### src/rtl/rst_seq_ctrl.sv
// rst_seq_ctrl: holds NUM_DOMAINS sub-block resets, then releases them one by one (ascending) with a gap; optional ack handshake via RST_SEQ_ACK_EN.
// Latency: first release HOLD_CYC+RELEASE_DLY edges after RST rises (or after SW_RST_REQ); every output is registered.
// Backpressure: with RST_SEQ_ACK_EN each release stalls on DOM_ACK[idx] up to ACK_TIMEOUT cycles, then sticks in ERROR; without it the sequence free-runs.
module rst_seq_ctrl #(
    parameter int NUM_DOMAINS = 3,
    parameter int HOLD_CYC    = 4,
    parameter int RELEASE_DLY = 8,
    parameter int ACK_TIMEOUT = 255
) (
    input  logic                   CLK,
    input  logic                   RST,
    input  logic                   SW_RST_REQ,
    input  logic [NUM_DOMAINS-1:0] DOM_ACK,
    output logic [NUM_DOMAINS-1:0] DOM_RST_N,
    output logic                   SEQ_DONE,
    output logic                   SEQ_ERR,
    output logic [NUM_DOMAINS-1:0] ERR_DOM
);

    localparam int MAX_HD  = (HOLD_CYC > RELEASE_DLY) ? HOLD_CYC : RELEASE_DLY;
    localparam int MAX_CYC = (MAX_HD > ACK_TIMEOUT) ? MAX_HD : ACK_TIMEOUT;
    localparam int CNT_W   = $clog2(MAX_CYC + 1);
    localparam int IDX_W   = (NUM_DOMAINS > 1) ? $clog2(NUM_DOMAINS) : 1;

    localparam logic [CNT_W-1:0] HOLD_LD  = CNT_W'(HOLD_CYC);
    localparam logic [CNT_W-1:0] DLY_LD   = CNT_W'(RELEASE_DLY);
    localparam logic [CNT_W-1:0] CNT_ONE  = CNT_W'(1);
    localparam logic [IDX_W-1:0] LAST_IDX = IDX_W'(NUM_DOMAINS - 1);

`ifdef RST_SEQ_ACK_EN
    localparam logic [CNT_W-1:0] ACK_LD = CNT_W'(ACK_TIMEOUT);

    typedef enum logic [2:0] {
        ST_HOLD,
        ST_WAIT_DLY,
        ST_WAIT_ACK,
        ST_DONE,
        ST_ERROR
    } state_t;
`else
    typedef enum logic [2:0] {
        ST_HOLD,
        ST_WAIT_DLY,
        ST_DONE
    } state_t;
`endif

    state_t                 state_q, state_d;
    logic [IDX_W-1:0]       idx_q, idx_d;
    logic [CNT_W-1:0]       cnt_q, cnt_d;
    logic                   armed_q;
    logic [NUM_DOMAINS-1:0] dom_rst_n_q, dom_rst_n_d;
    logic                   seq_done_q, seq_done_d;
    logic [NUM_DOMAINS-1:0] idx_onehot;
    logic                   cnt_last;

    assign idx_onehot = NUM_DOMAINS'(1) << idx_q;
    assign cnt_last   = (cnt_q <= CNT_ONE);

`ifdef RST_SEQ_ACK_EN
    logic                   seq_err_q, seq_err_d;
    logic [NUM_DOMAINS-1:0] err_dom_q, err_dom_d;
    logic                   ack_sel;

    assign ack_sel = |(DOM_ACK & idx_onehot);
`else
    logic unused_dom_ack;

    assign unused_dom_ack = ^DOM_ACK;
`endif

    always_comb begin
        state_d     = state_q;
        idx_d       = idx_q;
        cnt_d       = cnt_q;
        dom_rst_n_d = dom_rst_n_q;
        seq_done_d  = seq_done_q;
`ifdef RST_SEQ_ACK_EN
        seq_err_d   = seq_err_q;
        err_dom_d   = err_dom_q;
`endif
        if (SW_RST_REQ) begin
            state_d     = ST_HOLD;
            idx_d       = '0;
            cnt_d       = HOLD_LD;
            dom_rst_n_d = '0;
            seq_done_d  = 1'b0;
`ifdef RST_SEQ_ACK_EN
            seq_err_d   = 1'b0;
            err_dom_d   = '0;
`endif
        end else begin
            case (state_q)
                ST_HOLD: begin
                    dom_rst_n_d = '0;
                    // The first edge after RST rises only arms the counter, so HOLD spans HOLD_CYC full cycles.
                    if (armed_q) begin
                        if (cnt_last) begin
                            state_d = ST_WAIT_DLY;
                            cnt_d   = DLY_LD;
                        end else begin
                            cnt_d = cnt_q - CNT_ONE;
                        end
                    end
                end
                ST_WAIT_DLY: begin
                    if (cnt_last) begin
                        dom_rst_n_d = dom_rst_n_q | idx_onehot;
`ifdef RST_SEQ_ACK_EN
                        state_d = ST_WAIT_ACK;
                        cnt_d   = ACK_LD;
`else
                        if (idx_q == LAST_IDX) begin
                            state_d     = ST_DONE;
                            seq_done_d  = 1'b1;
                            dom_rst_n_d = '1;
                        end else begin
                            idx_d = idx_q + IDX_W'(1);
                            cnt_d = DLY_LD;
                        end
`endif
                    end else begin
                        cnt_d = cnt_q - CNT_ONE;
                    end
                end
`ifdef RST_SEQ_ACK_EN
                ST_WAIT_ACK: begin
                    // An ack on the same edge as the last timeout cycle still counts as in time.
                    if (ack_sel) begin
                        if (idx_q == LAST_IDX) begin
                            state_d     = ST_DONE;
                            seq_done_d  = 1'b1;
                            dom_rst_n_d = '1;
                        end else begin
                            state_d = ST_WAIT_DLY;
                            idx_d   = idx_q + IDX_W'(1);
                            cnt_d   = DLY_LD;
                        end
                    end else if (cnt_last) begin
                        state_d     = ST_ERROR;
                        dom_rst_n_d = '0;
                        seq_err_d   = 1'b1;
                        err_dom_d   = idx_onehot;
                    end else begin
                        cnt_d = cnt_q - CNT_ONE;
                    end
                end
                ST_ERROR: begin
                    dom_rst_n_d = '0;
                    seq_err_d   = 1'b1;
                end
`endif
                ST_DONE: begin
                    dom_rst_n_d = '1;
                    seq_done_d  = 1'b1;
                end
                default: begin
                    state_d     = ST_HOLD;
                    idx_d       = '0;
                    cnt_d       = HOLD_LD;
                    dom_rst_n_d = '0;
                    seq_done_d  = 1'b0;
                end
            endcase
        end
    end

    always_ff @(posedge CLK or negedge RST) begin
        if (!RST) begin
            state_q     <= ST_HOLD;
            idx_q       <= '0;
            cnt_q       <= HOLD_LD;
            armed_q     <= 1'b0;
            dom_rst_n_q <= '0;
            seq_done_q  <= 1'b0;
        end else begin
            state_q     <= state_d;
            idx_q       <= idx_d;
            cnt_q       <= cnt_d;
            armed_q     <= 1'b1;
            dom_rst_n_q <= dom_rst_n_d;
            seq_done_q  <= seq_done_d;
        end
    end

`ifdef RST_SEQ_ACK_EN
    always_ff @(posedge CLK or negedge RST) begin
        if (!RST) begin
            seq_err_q <= 1'b0;
            err_dom_q <= '0;
        end else begin
            seq_err_q <= seq_err_d;
            err_dom_q <= err_dom_d;
        end
    end

    assign SEQ_ERR = seq_err_q;
    assign ERR_DOM = err_dom_q;

    a_err_dom_onehot: assert property (@(posedge CLK) disable iff (!RST)
        $onehot0(ERR_DOM));
`else
    assign SEQ_ERR = 1'b0;
    assign ERR_DOM = '0;
`endif

    assign DOM_RST_N = dom_rst_n_q;
    assign SEQ_DONE  = seq_done_q;

    // Released domains always form a contiguous run starting at bit 0.
    a_release_prefix: assert property (@(posedge CLK) disable iff (!RST)
        ((DOM_RST_N & (DOM_RST_N + NUM_DOMAINS'(1))) == '0));

    a_done_all_released: assert property (@(posedge CLK) disable iff (!RST)
        SEQ_DONE |-> (&DOM_RST_N));

endmodule

### config.mk
export PLATFORM = sky130hd
export DESIGN_NAME = rst_seq_ctrl
export DESIGN_NICKNAME = d
export VERILOG_FILES = /design/src/rtl/rst_seq_ctrl.sv
export SDC_FILE = /design/constraint.sdc
export NUM_CORES = 1
export LEC_CHECK = 0
export ABC_AREA = 1
export BUFFER_PORTS_ARGS = -buffer_cell sky130_fd_sc_hd__buf_2
export CORE_MARGIN = 1.5
export CORE_UTILIZATION = 61
export DETAILED_ROUTE_END_ITERATION = 8
export HOLD_SLACK_MARGIN = 0.1
export PLACE_DENSITY = 0.84
export SLEW_MARGIN = 25
export SYNTH_ARGS = -nofsm -noshare
export SYNTH_HDL_FRONTEND = slang
export SYNTH_SLANG_ARGS = --single-unit
### constraint.sdc
create_clock -name CLK -period 4.5 [get_ports CLK]
set_input_delay 0.225 -clock CLK [delete_from_list [all_inputs] [get_ports CLK]]
set_output_delay 0.225 -clock CLK [all_outputs]
set_load 0.01 [all_outputs]
==> results.sh <==
export IMPL_p_per_area_mw_per_mm2=588
export IMPL_cpMostUsedCell="nand2_1"
export IMPL_post_dp_hpwl_mm=1.64
export IMPL_power_switching_share_pct=48.8
export IMPL_final_max_slew_viol_count=0
export IMPL_cell_internal_pwr_uw=384
export IMPL_portion_of_the_post_synthesis_area_used_by_sequential_elements_pct=35.6
export IMPL_worst_ep_arrival_time_ns=1.87
export IMPL_area_sequential_um2=427
export IMPL_drive_gt1_share_pct=19.0
export IMPL_critical_path_startpoint_type="register"
export IMPL_post_synth_inst_count=164
export IMPL_cp_max_fo=5
export IMPL_power_frac_comb_pct=56.5
export IMPL_detailed_place_area_mm2=0.00124
export IMPL_worst_ir_drop_vdd_mv=0.361
export IMPL_postSynthAreaPerCell_um2=7.30
export IMPL_grt_usage_pct=22.7
export IMPL_yosysWarnings=0
export IMPL_power_static_leakage_uw=0.000677
export IMPL_grt_setup_unrepaired="no"
export IMPL_number_of_standard_cell_rows_in_the_floorplan=15
export IMPL_critical_path_max_stage_delay_ns=0.41
export IMPL_timing_critical_path_cells="inv_1, ha_1, inv_1, nand2_1, nand2_1, nor2_4, nor2_2, inv_2, nand3_2, nand2_1, o21ai_1"
export IMPL_initial_utilization_pct=67.2
export IMPL_insertedDiodeCount=0
export IMPL_wire_per_inst_um=10.4
export IMPL_die_w_um=47.3
export IMPL_grt_start_max_net_pins=18
export IMPL_multiInputGateArea_um2=641
export IMPL_timing_clock_skew_ns=0.00664
export IMPL_gp_congestion=0.831
export IMPL_clock_sink_count=17
export IMPL_commonest_non_fill_non_tap_cell_in_the_layout="nand2_1"
export IMPL_num_vias=972
export IMPL_share_clk_of_total_power_pct=11.0
export IMPL_dr_pass1_iters=5
export IMPL_p_seq_share_pct=32.5
export IMPL_post_route_cell_area_mm2=0.00128
export IMPL_count_of_endpoints_failing_setup_in_the_final_report=0
export IMPL_achievable_frequency_mhz=591
export IMPL_min_path_type="input pin to register"
export IMPL_synth_distinct_cells=24
export IMPL_mostFrequentLayoutCells="38 x nand2_1, 23 x inv_1, 18 x nor2_1, 16 x dfrtp_1, 8 x ha_1"
export IMPL_dieHeight_um=47.3
export IMPL_coreArea_mm2=0.00178
export IMPL_die_area_mm2=0.00224
export IMPL_area_growth_synth_to_final_pct=6.69
export IMPL_yosys_register_bits=17
export IMPL_grt_pass1_wl_mm=3.52
export IMPL_setup_total_negative_slack_ns=0
export IMPL_cts_root_buf="clkbuf_4"
export IMPL_num_fill_cells=153
export IMPL_global_route_usage_met3_pct=3.46
export IMPL_cts_tree="done"
export IMPL_status="finished, final reports clean"
export IMPL_num_nets_final=189
export IMPL_crit_path_end_kind="register"
export IMPL_cpMaxStageDelayCell="dfrtp_1"
export IMPL_clock_pin_slew_of_the_registers_on_the_worst_case_setup_and_hold_paths_ns=0.10
export IMPL_avgViaCountPerCell=4.88
export IMPL_antenna_violations_before_repair=0
export IMPL_vias_in_the_first_global_route=856
export IMPL_route_final_wire_length_mm=2.07
export IMPL_cap_viol_max_count=0
export IMPL_drt_antenna_violating_nets=0
export IMPL_cts_path_max_buffers=2
export IMPL_boundaryPins=14
export IMPL_drc=0
export IMPL_cts_repair_timing_setup_buffer_count=0
export IMPL_cts_made_buffers=3
export IMPL_post_route_period_util_pct=37.6
export IMPL_cts_max_level=1
export IMPL_grtUsageMet2_pct=38.4
export IMPL_grt_busiest_layer="met2"
export IMPL_drt_iter0_markers=32
export IMPL_worstSetupPathType="register to register"
export IMPL_final_period_minus_worst_setup_slack_ns=1.69
export IMPL_netSwitchingPower_uw=367
export IMPL_worst_endpoint_required_ns=4.68
export IMPL_grtUsageMet1_pct=29.3
export IMPL_overflow=0
export IMPL_skew_pair_late_insertion_delay_ns=0.29
export IMPL_port_buffers=6
export IMPL_synthesis_area_mm2=0.00120
export IMPL_report_final_hold_viol_count=0
export IMPL_crit_buf_inv=3
export IMPL_cp_top_family="simple AND/OR/NAND/NOR gates"
what timing repair did:
action                    4_1_cts  5_1_grt
hold buffers                    1        0
gates resized for setup         0        0
hold endpoints to repair       16        0
final cells by class:
class	count	share of cell area (%)
Clock inverter	1	0.392
Clock buffer	3	1.76
Timing Repair Buffer	7	3.13
Sequential cell	17	33.4
Tap cell	25	2.45
Inverter	29	8.72
Multi-Input combinational cell	117	50.1
state kept, by name, indices dropped and copies added (netlist names):
register   count
cnt_q          8
DOM_RST_N      3
idx_q          2
state_q        2
SEQ_DONE       1
armed_q        1
logic make-up after synthesis:
group | count (synthesis) | synth area share [%]
DFF | 17 | 35.6
other | 2 | 0.627
and+or+nand+nor | 84 | 34.9
buffers and inverters | 33 | 11.8
AOI/OAI and AO/OA | 20 | 8.67
adders and majority gates | 8 | 8.36
power groups by stage:
stage,clock (uW),sequential (uW),combinational [uW]
2_1_floorplan,0,241,346
3_3_place_gp,0,244,410
3_5_place_dp,0,247,422
4_1_cts,83.9,243,425
5_1_grt,91.1,249,490
6_report,82.4,244,424
metrics by stage:
| stage | hold WS [ns] | instances | total power [uW] | util (%) | setup slack, ns |
|---|---|---|---|---|---|
| final | 0.266 | 199 | 751 | 71.6 | 2.81 |
| after global routing | 0.288 | 199 | 830 | 71.6 | 2.65 |
| after CTS | 0.257 | 199 | 752 | 71.6 | 2.82 |
| after detailed placement | 0.172 | 194 | 668 | 69.5 | 2.84 |
| after global placement | 0.167 | 194 | 654 | 69.5 | 2.87 |
| after floorplan | -0.0706 | 167 | 588 | - | 3.03 |
cells in the mapped netlist, drive strengths merged:
cell	count	area share [%]
nand3b	1	0.63
inv	29	9.3
dfrtp	16	33
conb	2	0.63
nand3	7	4.4
nand2	43	16
nor2	27	11
o22ai	3	1.6
nor3	2	0.84
a21oi	7	2.9
o21ai	10	4.2
buf	4	2.5
nand4	4	2.1
dfstp	1	2.2
ha	8	8.4
final timing paths:
| kind | startpoint | end | depth (start not counted) | slack, ns |
|---|---|---|---|---|
| worst max-delay path | cnt_q[0]$_DFFE_PN0P_ | state_q[1]$_DFFE_PN0P_ | 11 | 2.81 |
| min in group asynchronous | RST | cnt_q[3]$_DFFE_PN0P_ | 2 | 0.37 |
| worst max register to register | cnt_q[0]$_DFFE_PN0P_ | state_q[1]$_DFFE_PN0P_ | 11 | 2.81 |
| worst min-delay path | SW_RST_REQ | cnt_q[4]$_DFFE_PN0P_ | 4 | 0.27 |
| max in group asynchronous | RST | cnt_q[2]$_DFFE_PN1P_ | 2 | 3.81 |
| worst min register to register | DOM_RST_N[1]$_DFFE_PN0P_ | DOM_RST_N[1]$_DFFE_PN0P_ | 2 | 0.52 |
worst reg2reg max path: cells and delay by family, from the launching register on:
kind / cells / cell delay, ns
buffers and inverters: 3 / 0.29
AOI/OAI and AO/OA: 1 / 0.07
adders and majority gates: 1 / 0.26
DFF: 1 / 0.41
and+or+nand+nor: 6 / 0.54
routing by layer:
layer	wire length (um)	part of all wire (%)	vias up
li1	-	-	525
met1	992	48	422
met2	979	47	21
met3	71	3.4	4
met4	23	1.1	0
met5	0	0	-
Power figures use the tool's default switching activity.
